File: src/rtl/ethpipe_rx_slot_reader.sv
// Drains one frame from the RX slot RAM as a 32-bit word stream:
// length, timestamp low/high and hash header words, then the frame data words.
module ethpipe_rx_slot_reader #(
   parameter int unsigned MAX_FRAME_LEN = 1518
) (
   input  logic        pci_clk,
   input  logic        sys_rst_n,
   input  logic        slot_rx_complete,
   output logic        slot_rx_empty,
   output logic [10:0] slot_rx_rd_address,
   input  logic [31:0] slot_rx_rd_q,
   output logic [31:0] out_data,
   output logic [3:0]  out_byte_en,
   output logic        out_sop,
   output logic        out_eop,
   output logic        out_valid,
   input  logic        out_ready,
   output logic [31:0] frame_count,
   output logic [15:0] drop_count,
   output logic        overrun
);

   typedef enum logic [2:0] {StIdle, StAddr, StLen, StStream, StRelease} state_e;

   state_e state_q, state_d;

   logic [10:0] addr_q, addr_d;
   logic [12:0] rd_left_q, rd_left_d;
   logic [1:0]  len_mod_q, len_mod_d;
   logic        drop_q, drop_d;
   logic        pend_vld_q, pend_vld_d, pend_last_q, pend_last_d;
   logic [31:0] fifo_data_q [2];
   logic [31:0] fifo_data_d [2];
   logic        fifo_last_q [2];
   logic        fifo_last_d [2];
   logic        fifo_wr_q, fifo_wr_d, fifo_rd_q, fifo_rd_d;
   logic [1:0]  fifo_cnt_q, fifo_cnt_d;
   logic [31:0] data_q, data_d;
   logic [3:0]  be_q, be_d, be_last;
   logic        sop_q, sop_d, eop_q, eop_d, valid_q, valid_d;
   logic [31:0] frame_cnt_q, frame_cnt_d;
   logic [15:0] drop_cnt_q, drop_cnt_d;
   logic        ovr_q, ovr_d;

   logic [31:0] len_w;
   logic        len_ok, pop, load, rd_en, rd_last, take_pend, fifo_push, fifo_pop;
   logic [2:0]  occ;

   assign len_w  = {18'd0, slot_rx_rd_q[13:0]};
   assign len_ok = (len_w != 32'd0) && (len_w <= MAX_FRAME_LEN);
   assign pop    = valid_q && out_ready;
   assign load   = !valid_q || out_ready;
   // Words held after this edge; one more read may be issued only if it is sure to find room.
   assign occ    = {2'b0, valid_q} + {1'b0, fifo_cnt_q} + {2'b0, pend_vld_q} - {2'b0, pop};

   // State register
   always_ff @(posedge pci_clk or negedge sys_rst_n) begin
      if (!sys_rst_n) state_q <= StIdle;
      else            state_q <= state_d;
   end

   // Next-state logic
   always_comb begin
      state_d = state_q;
      unique case (state_q)
         StIdle:    if (slot_rx_complete) state_d = StAddr;
         StAddr:    state_d = StLen;
         StLen:     state_d = len_ok ? StStream : StRelease;
         StStream:  if (pop && eop_q) state_d = StRelease;
         StRelease: state_d = StIdle;
         default:   state_d = StIdle;
      endcase
   end

   // FSM outputs
   always_comb begin
      slot_rx_empty = (state_q == StIdle);
   end

   always_comb begin
      unique case (len_mod_q)
         2'd1:    be_last = 4'b0001;
         2'd2:    be_last = 4'b0011;
         2'd3:    be_last = 4'b0111;
         default: be_last = 4'b1111;
      endcase
   end

   // Read issue: address 4 first, then 1, 2, 3, 5, 6, ...
   always_comb begin
      rd_en     = 1'b0;
      rd_last   = 1'b0;
      addr_d    = addr_q;
      rd_left_d = rd_left_q;
      len_mod_d = len_mod_q;
      drop_d    = drop_q;
      if (state_q == StLen) begin
         rd_en     = len_ok;
         len_mod_d = slot_rx_rd_q[1:0];
         drop_d    = !len_ok;
         rd_left_d = {1'b0, slot_rx_rd_q[13:2]} + {12'd0, |slot_rx_rd_q[1:0]} + 13'd2;
      end else if (state_q == StStream) begin
         rd_en   = (rd_left_q != 13'd0) && (occ <= 3'd2);
         rd_last = (rd_left_q == 13'd1);
         if (rd_en) rd_left_d = rd_left_q - 13'd1;
      end
      if (state_q == StIdle) begin
         if (slot_rx_complete) addr_d = 11'd4;
      end else if (state_q == StAddr) begin
         addr_d = 11'd1;
      end else if (rd_en) begin
         addr_d = (addr_q == 11'd3) ? 11'd5 : addr_q + 11'd1;
      end
      pend_vld_d  = rd_en;
      pend_last_d = rd_last;
   end

   // Output register fed from the skid FIFO first, then from the word arriving from RAM.
   always_comb begin
      valid_d     = valid_q;
      data_d      = data_q;
      be_d        = be_q;
      sop_d       = sop_q;
      eop_d       = eop_q;
      take_pend   = 1'b0;
      fifo_pop    = 1'b0;
      fifo_data_d = fifo_data_q;
      fifo_last_d = fifo_last_q;
      if (state_q == StLen && len_ok) begin
         valid_d = 1'b1;
         data_d  = len_w;
         be_d    = 4'b1111;
         sop_d   = 1'b1;
         eop_d   = 1'b0;
      end else if (load) begin
         sop_d = 1'b0;
         if (fifo_cnt_q != 2'd0) begin
            fifo_pop = 1'b1;
            valid_d  = 1'b1;
            data_d   = fifo_data_q[fifo_rd_q];
            eop_d    = fifo_last_q[fifo_rd_q];
            be_d     = fifo_last_q[fifo_rd_q] ? be_last : 4'b1111;
         end else if (pend_vld_q) begin
            take_pend = 1'b1;
            valid_d   = 1'b1;
            data_d    = slot_rx_rd_q;
            eop_d     = pend_last_q;
            be_d      = pend_last_q ? be_last : 4'b1111;
         end else begin
            valid_d = 1'b0;
            eop_d   = 1'b0;
         end
      end
      fifo_push = pend_vld_q && !take_pend;
      if (fifo_push) begin
         fifo_data_d[fifo_wr_q] = slot_rx_rd_q;
         fifo_last_d[fifo_wr_q] = pend_last_q;
      end
      fifo_wr_d  = fifo_wr_q ^ fifo_push;
      fifo_rd_d  = fifo_rd_q ^ fifo_pop;
      fifo_cnt_d = fifo_cnt_q + {1'b0, fifo_push} - {1'b0, fifo_pop};
   end

   always_comb begin
      frame_cnt_d = frame_cnt_q;
      drop_cnt_d  = drop_cnt_q;
      if (state_q == StRelease) begin
         if (drop_q) drop_cnt_d  = drop_cnt_q + 16'd1;
         else        frame_cnt_d = frame_cnt_q + 32'd1;
      end
      ovr_d = ovr_q | (slot_rx_complete && (state_q != StIdle));
   end

   always_ff @(posedge pci_clk or negedge sys_rst_n) begin
      if (!sys_rst_n) begin
         addr_q      <= 11'd0;
         rd_left_q   <= 13'd0;
         len_mod_q   <= 2'd0;
         drop_q      <= 1'b0;
         pend_vld_q  <= 1'b0;
         pend_last_q <= 1'b0;
         for (int i = 0; i < 2; i++) begin
            fifo_data_q[i] <= 32'd0;
            fifo_last_q[i] <= 1'b0;
         end
         fifo_wr_q   <= 1'b0;
         fifo_rd_q   <= 1'b0;
         fifo_cnt_q  <= 2'd0;
         data_q      <= 32'd0;
         be_q        <= 4'd0;
         sop_q       <= 1'b0;
         eop_q       <= 1'b0;
         valid_q     <= 1'b0;
         frame_cnt_q <= 32'd0;
         drop_cnt_q  <= 16'd0;
         ovr_q       <= 1'b0;
      end else begin
         addr_q      <= addr_d;
         rd_left_q   <= rd_left_d;
         len_mod_q   <= len_mod_d;
         drop_q      <= drop_d;
         pend_vld_q  <= pend_vld_d;
         pend_last_q <= pend_last_d;
         fifo_data_q <= fifo_data_d;
         fifo_last_q <= fifo_last_d;
         fifo_wr_q   <= fifo_wr_d;
         fifo_rd_q   <= fifo_rd_d;
         fifo_cnt_q  <= fifo_cnt_d;
         data_q      <= data_d;
         be_q        <= be_d;
         sop_q       <= sop_d;
         eop_q       <= eop_d;
         valid_q     <= valid_d;
         frame_cnt_q <= frame_cnt_d;
         drop_cnt_q  <= drop_cnt_d;
         ovr_q       <= ovr_d;
      end
   end

   assign slot_rx_rd_address = addr_q;
   assign out_data           = data_q;
   assign out_byte_en        = be_q;
   assign out_sop            = sop_q;
   assign out_eop            = eop_q;
   assign out_valid          = valid_q;
   assign frame_count        = frame_cnt_q;
   assign drop_count         = drop_cnt_q;
   assign overrun            = ovr_q;

endmodule

File: config.mk
export PLATFORM = sky130hd
export DESIGN_NAME = ethpipe_rx_slot_reader
export DESIGN_NICKNAME = d
export VERILOG_FILES = /design/src/rtl/ethpipe_rx_slot_reader.sv
export SDC_FILE = /design/constraint.sdc
export NUM_CORES = 1
export LEC_CHECK = 0
export BUFFER_PORTS_ARGS = -buffer_cell sky130_fd_sc_hd__buf_2
export CORE_MARGIN = 4
export CORE_UTILIZATION = 47
export DETAILED_ROUTE_END_ITERATION = 16
export PLACE_DENSITY_LB_ADDON = 0.15
export SKIP_LAST_GASP = 1
export SLEW_MARGIN = 25
export SYNTH_ARGS = -nofsm -noshare
export SYNTH_HDL_FRONTEND = slang
export SYNTH_SLANG_ARGS = --single-unit
File: constraint.sdc
create_clock -name pci_clk -period 3.8 [get_ports pci_clk]
set_clock_uncertainty 0.1 [all_clocks]
set_input_delay 0.38 -clock pci_clk [delete_from_list [all_inputs] [get_ports pci_clk]]
set_output_delay 0.38 -clock pci_clk [all_outputs]
set_load 0.05 [all_outputs]
==> key figures <==
Status
  – Outcome: complete, no violations

Worst hold path
  – Hold Path Class: input port to flop

Clocking
  – Insertion delay to the later sink of the worst-skew pair: 430 ps
  – Root Driver: clkbuf_16
  – Clk slew on worst S/H paths: 70 ps
  – Clk sinks: 190
  – CTS tree: yes
  – Post-CTS setup buffers: 0
  – H-tree depth reported by CTS: 4
  – CTS max path bufs: 2
  – Num CTS Buffers: 17

Cells and area
  – Commonest non-fill, non-tap cell in the layout: dfrtp_1
  – Non-filler cells in the finished layout: 1228
  – Final Net Count: 1007
  – # diodes: 0
  – Area delta synth->final: 17.61%
  – Final Instance Area: 0.01077 mm²
  – Utilization after layout: 56.81%
  – Storage cell area: 0.004756 mm²
  – Fillers: 1684
  – Area of the multi-input gates: 0.004135 mm²
  – Most frequent cells in the layout: dfrtp_1, buf_2, mux2_2, nor2_1, nand2_1
  – Share of cells above drive strength 1: 29.34%

Setup path
  – Worst setup EP type: flop
  – Slowest CP cell: fa_1
  – CP Launch Type: flop
  – Worst-path cell chain: and2_1 > ha_1 > inv_1 > fa_1 > inv_1 > fa_1 > nor2b_1 > nor3_2 > buf_4 > nand4_1 > o21a_1 > o31a_1
  – Critical path buffers and inverters: 3
  – Cell family with most CP delay: adder cells
  – Slowest Stage Delay on Critical Path: 470 ps
  – CP Max Fanout: 8
  – Critical path arrival: 3240 ps
  – Critical setup path kind: flop to flop
  – CP required: 4010 ps

Yosys
  – Library cells used by synthesis: 60
  – Seq/Total Area, Yosys: 51.93%
  – Syn Nets: 879
  – EDFF count, synth: 0
  – Mapped Cells: 827
  – Yosys Warn Count: 0
  – Synthesized area per cell: 11.07 µm²
  – Area contributors post-synth: dfrtp_1, mux2_2, xnor2_1
  – Synth Flop Type: dfrtp_1
  – Synth top area share: 51.93%
  – Synthesized area: 0.009156 mm²
  – Ys async rst share: 100.0%
  – Flops & latches, synth: 190
  – Post-synth top area cell: dfrtp_1

Drt
  – Antenna-violating nets left: 0
  – Post-DR wirelength/cell: 16.93 µm
  – TritonRoute pass-1 iters: 7
  – DRC: 0
  – DR vias: 6737
  – Via density per instance: 5.486
  – Total Routed Length: 20.79 mm
  – DRT iter0 DRCs: 404

Die
  – Die area: 0.02178 mm²
  – I/O Pins: 136
  – Initial Util: 48.30%
  – Die Ht: 147.6 µm
  – Die span in x: 147.6 µm
  – Std cell rows: 50
  – Core ar.: 0.01896 mm²

STA
  – RSZ-0062 raised after global routing: false
  – Fin crit share: 79.74%
  – Final min period: 3030 ps
  – F_max: 330.0 MHz
  – Final Max Slew Viols: 0
  – Final setup vio count: 0
  – Final Hold Viols: 0
  – Setup_tns: 0 ps
  – Worst-Margin Slew: 1026 ps
  – Slew HR: 31.35%

GRT
  – Vias in the first global route: 6515
  – Total GRT Usage: 19.71%
  – Gr ovfl total: 0
  – Antenna violations before repair: 1
  – Pin count of the biggest net entering global routing: 88
  – First-pass GRT wire length: 34.98 mm

Placed design
  – Final GP Congestion: 0.8350
  – Hpwl dp: 14.53 mm
  – DP Cell Count: 1195
  – DP Area: 0.01015 mm²
  – IO buf count: 135

Pwr
  – Power per Cell Area: 782.9 mW/mm²
  – Power Total: 8431 µW
  – P_leak: 0.005049 µW
  – IR drop worst, VDD: 0.5501 mV

Job
  – Max-cap viol count: 0
==> path summary, 6_finish.rpt <==
path | from | to | slack, ps | depth (start not counted)
setup reg to reg | out_valid | rd_left_q[11] | 770 | 12
hold reg to reg | frame_count[31] | frame_count[31] | 370 | 1
hold / removal | slot_rx_rd_q[18] | fifo_data_q[18] | 120 | 2
setup / recovery | out_valid | rd_left_q[11] | 770 | 12
max in group asynchronous | sys_rst_n | fifo_data_q[59] | 2260 | 3
min in group asynchronous | sys_rst_n | frame_count[12] | 450 | 2
==> metal layers <==
metal  GRT usage (%)  vias to the layer above  wire length, µm
met1           28.35                     3295             9815
met5               0                        -               13
li1                -                     3215                -
met3           3.433                       19             1101
met4           5.312                        2              226
met2           31.02                      206             9633
==> what timing repair did <==
action / CTS / global route
resized for setup: 0 / 0
hold buffers: 1 / 0
endpoints found under the hold margin: 83 / 0
==> synth_stat cells, types with 7 or more instances <==
master     number
nand2_1        49
inv_1          24
a21oi_1        26
nor2_1         78
a211oi_1       20
clkbuf_1       42
o22ai_1        14
nand4_1        25
ha_1           14
xnor2_1        39
a2bb2oi_1      13
dfrtp_1       190
nand3_1        27
xor2_1         28
and3_1          8
or3_1           7
nor4_1          8
mux2i_1        23
a32o_1         12
o21ai_0        15
nor3_1         12
mux2_2         82
==> metrics by stage <==
stage | hold slack, ps | setup WS, ps
floorplan | -15.59 | 376.5
global placement | 341.0 | 589.3
detailed placement | 346.5 | 537.1
CTS | 92.44 | 759.9
global route | 99.51 | 548.7
finish | 117.7 | 769.9
==> power breakdown <==
group / switching (µW) / internal (µW)
combinational: 2140 / 1310
sequential: 450 / 2700
clock: 804 / 1020
total: 3390 / 5040
==> worst reg2reg max path, stage by stage (launching register included) <==
cell and delay (ps):
dfrtp_1 430, and2_1 180, ha_1 270, inv_1 60, fa_1 160, inv_1 50, fa_1 470, nor2b_1 50
nor3_2 200, buf_4 190, nand4_1 220, o21a_1 270, o31a_1 270
==> area by class of cell <==
| cell class | count | share of cell area [%] |
|---|---|---|
| multi-input cells | 564 | 38.40 |
| inverters | 24 | 0.8365 |
| clock inverters | 13 | 1.394 |
| clock buffers | 19 | 4.206 |
| flip-flops and latches | 190 | 44.16 |
| well taps | 260 | 3.021 |
| repair buffers | 158 | 7.982 |
==> logic make-up (layout without fill, tap and decap cells) <==
family,count (synthesis),after routing,share of synthesized area (%)
AOI/OAI and AO/OA,124,124,9.593
and+or+nand+nor,252,252,13.94
buffers and inverters,73,214,3.184
DFF,190,190,51.93
xor gates and xnor gates,67,67,6.409
muxes,105,105,12.60
adders and majority gates,16,16,2.350
==> sequential cells by signal, summed over array words and instances (netlist names) <==
register / cells
drop_count: 16
overrun: 1
len_mod_q: 2
fifo_data_q: 64
frame_count: 32
out_data: 32
slot_rx_rd_address: 11
out_byte_en: 4
out_valid: 1
out_sop: 1
pend_vld_q: 1
out_eop: 1
drop_q: 1
fifo_cnt_q: 2
rd_left_q: 13
fifo_last_q: 2
pend_last_q: 1
state_q: 3
fifo_wr_q: 1
fifo_rd_q: 1
No activity file was read; power rests on OpenSTA's default activity.
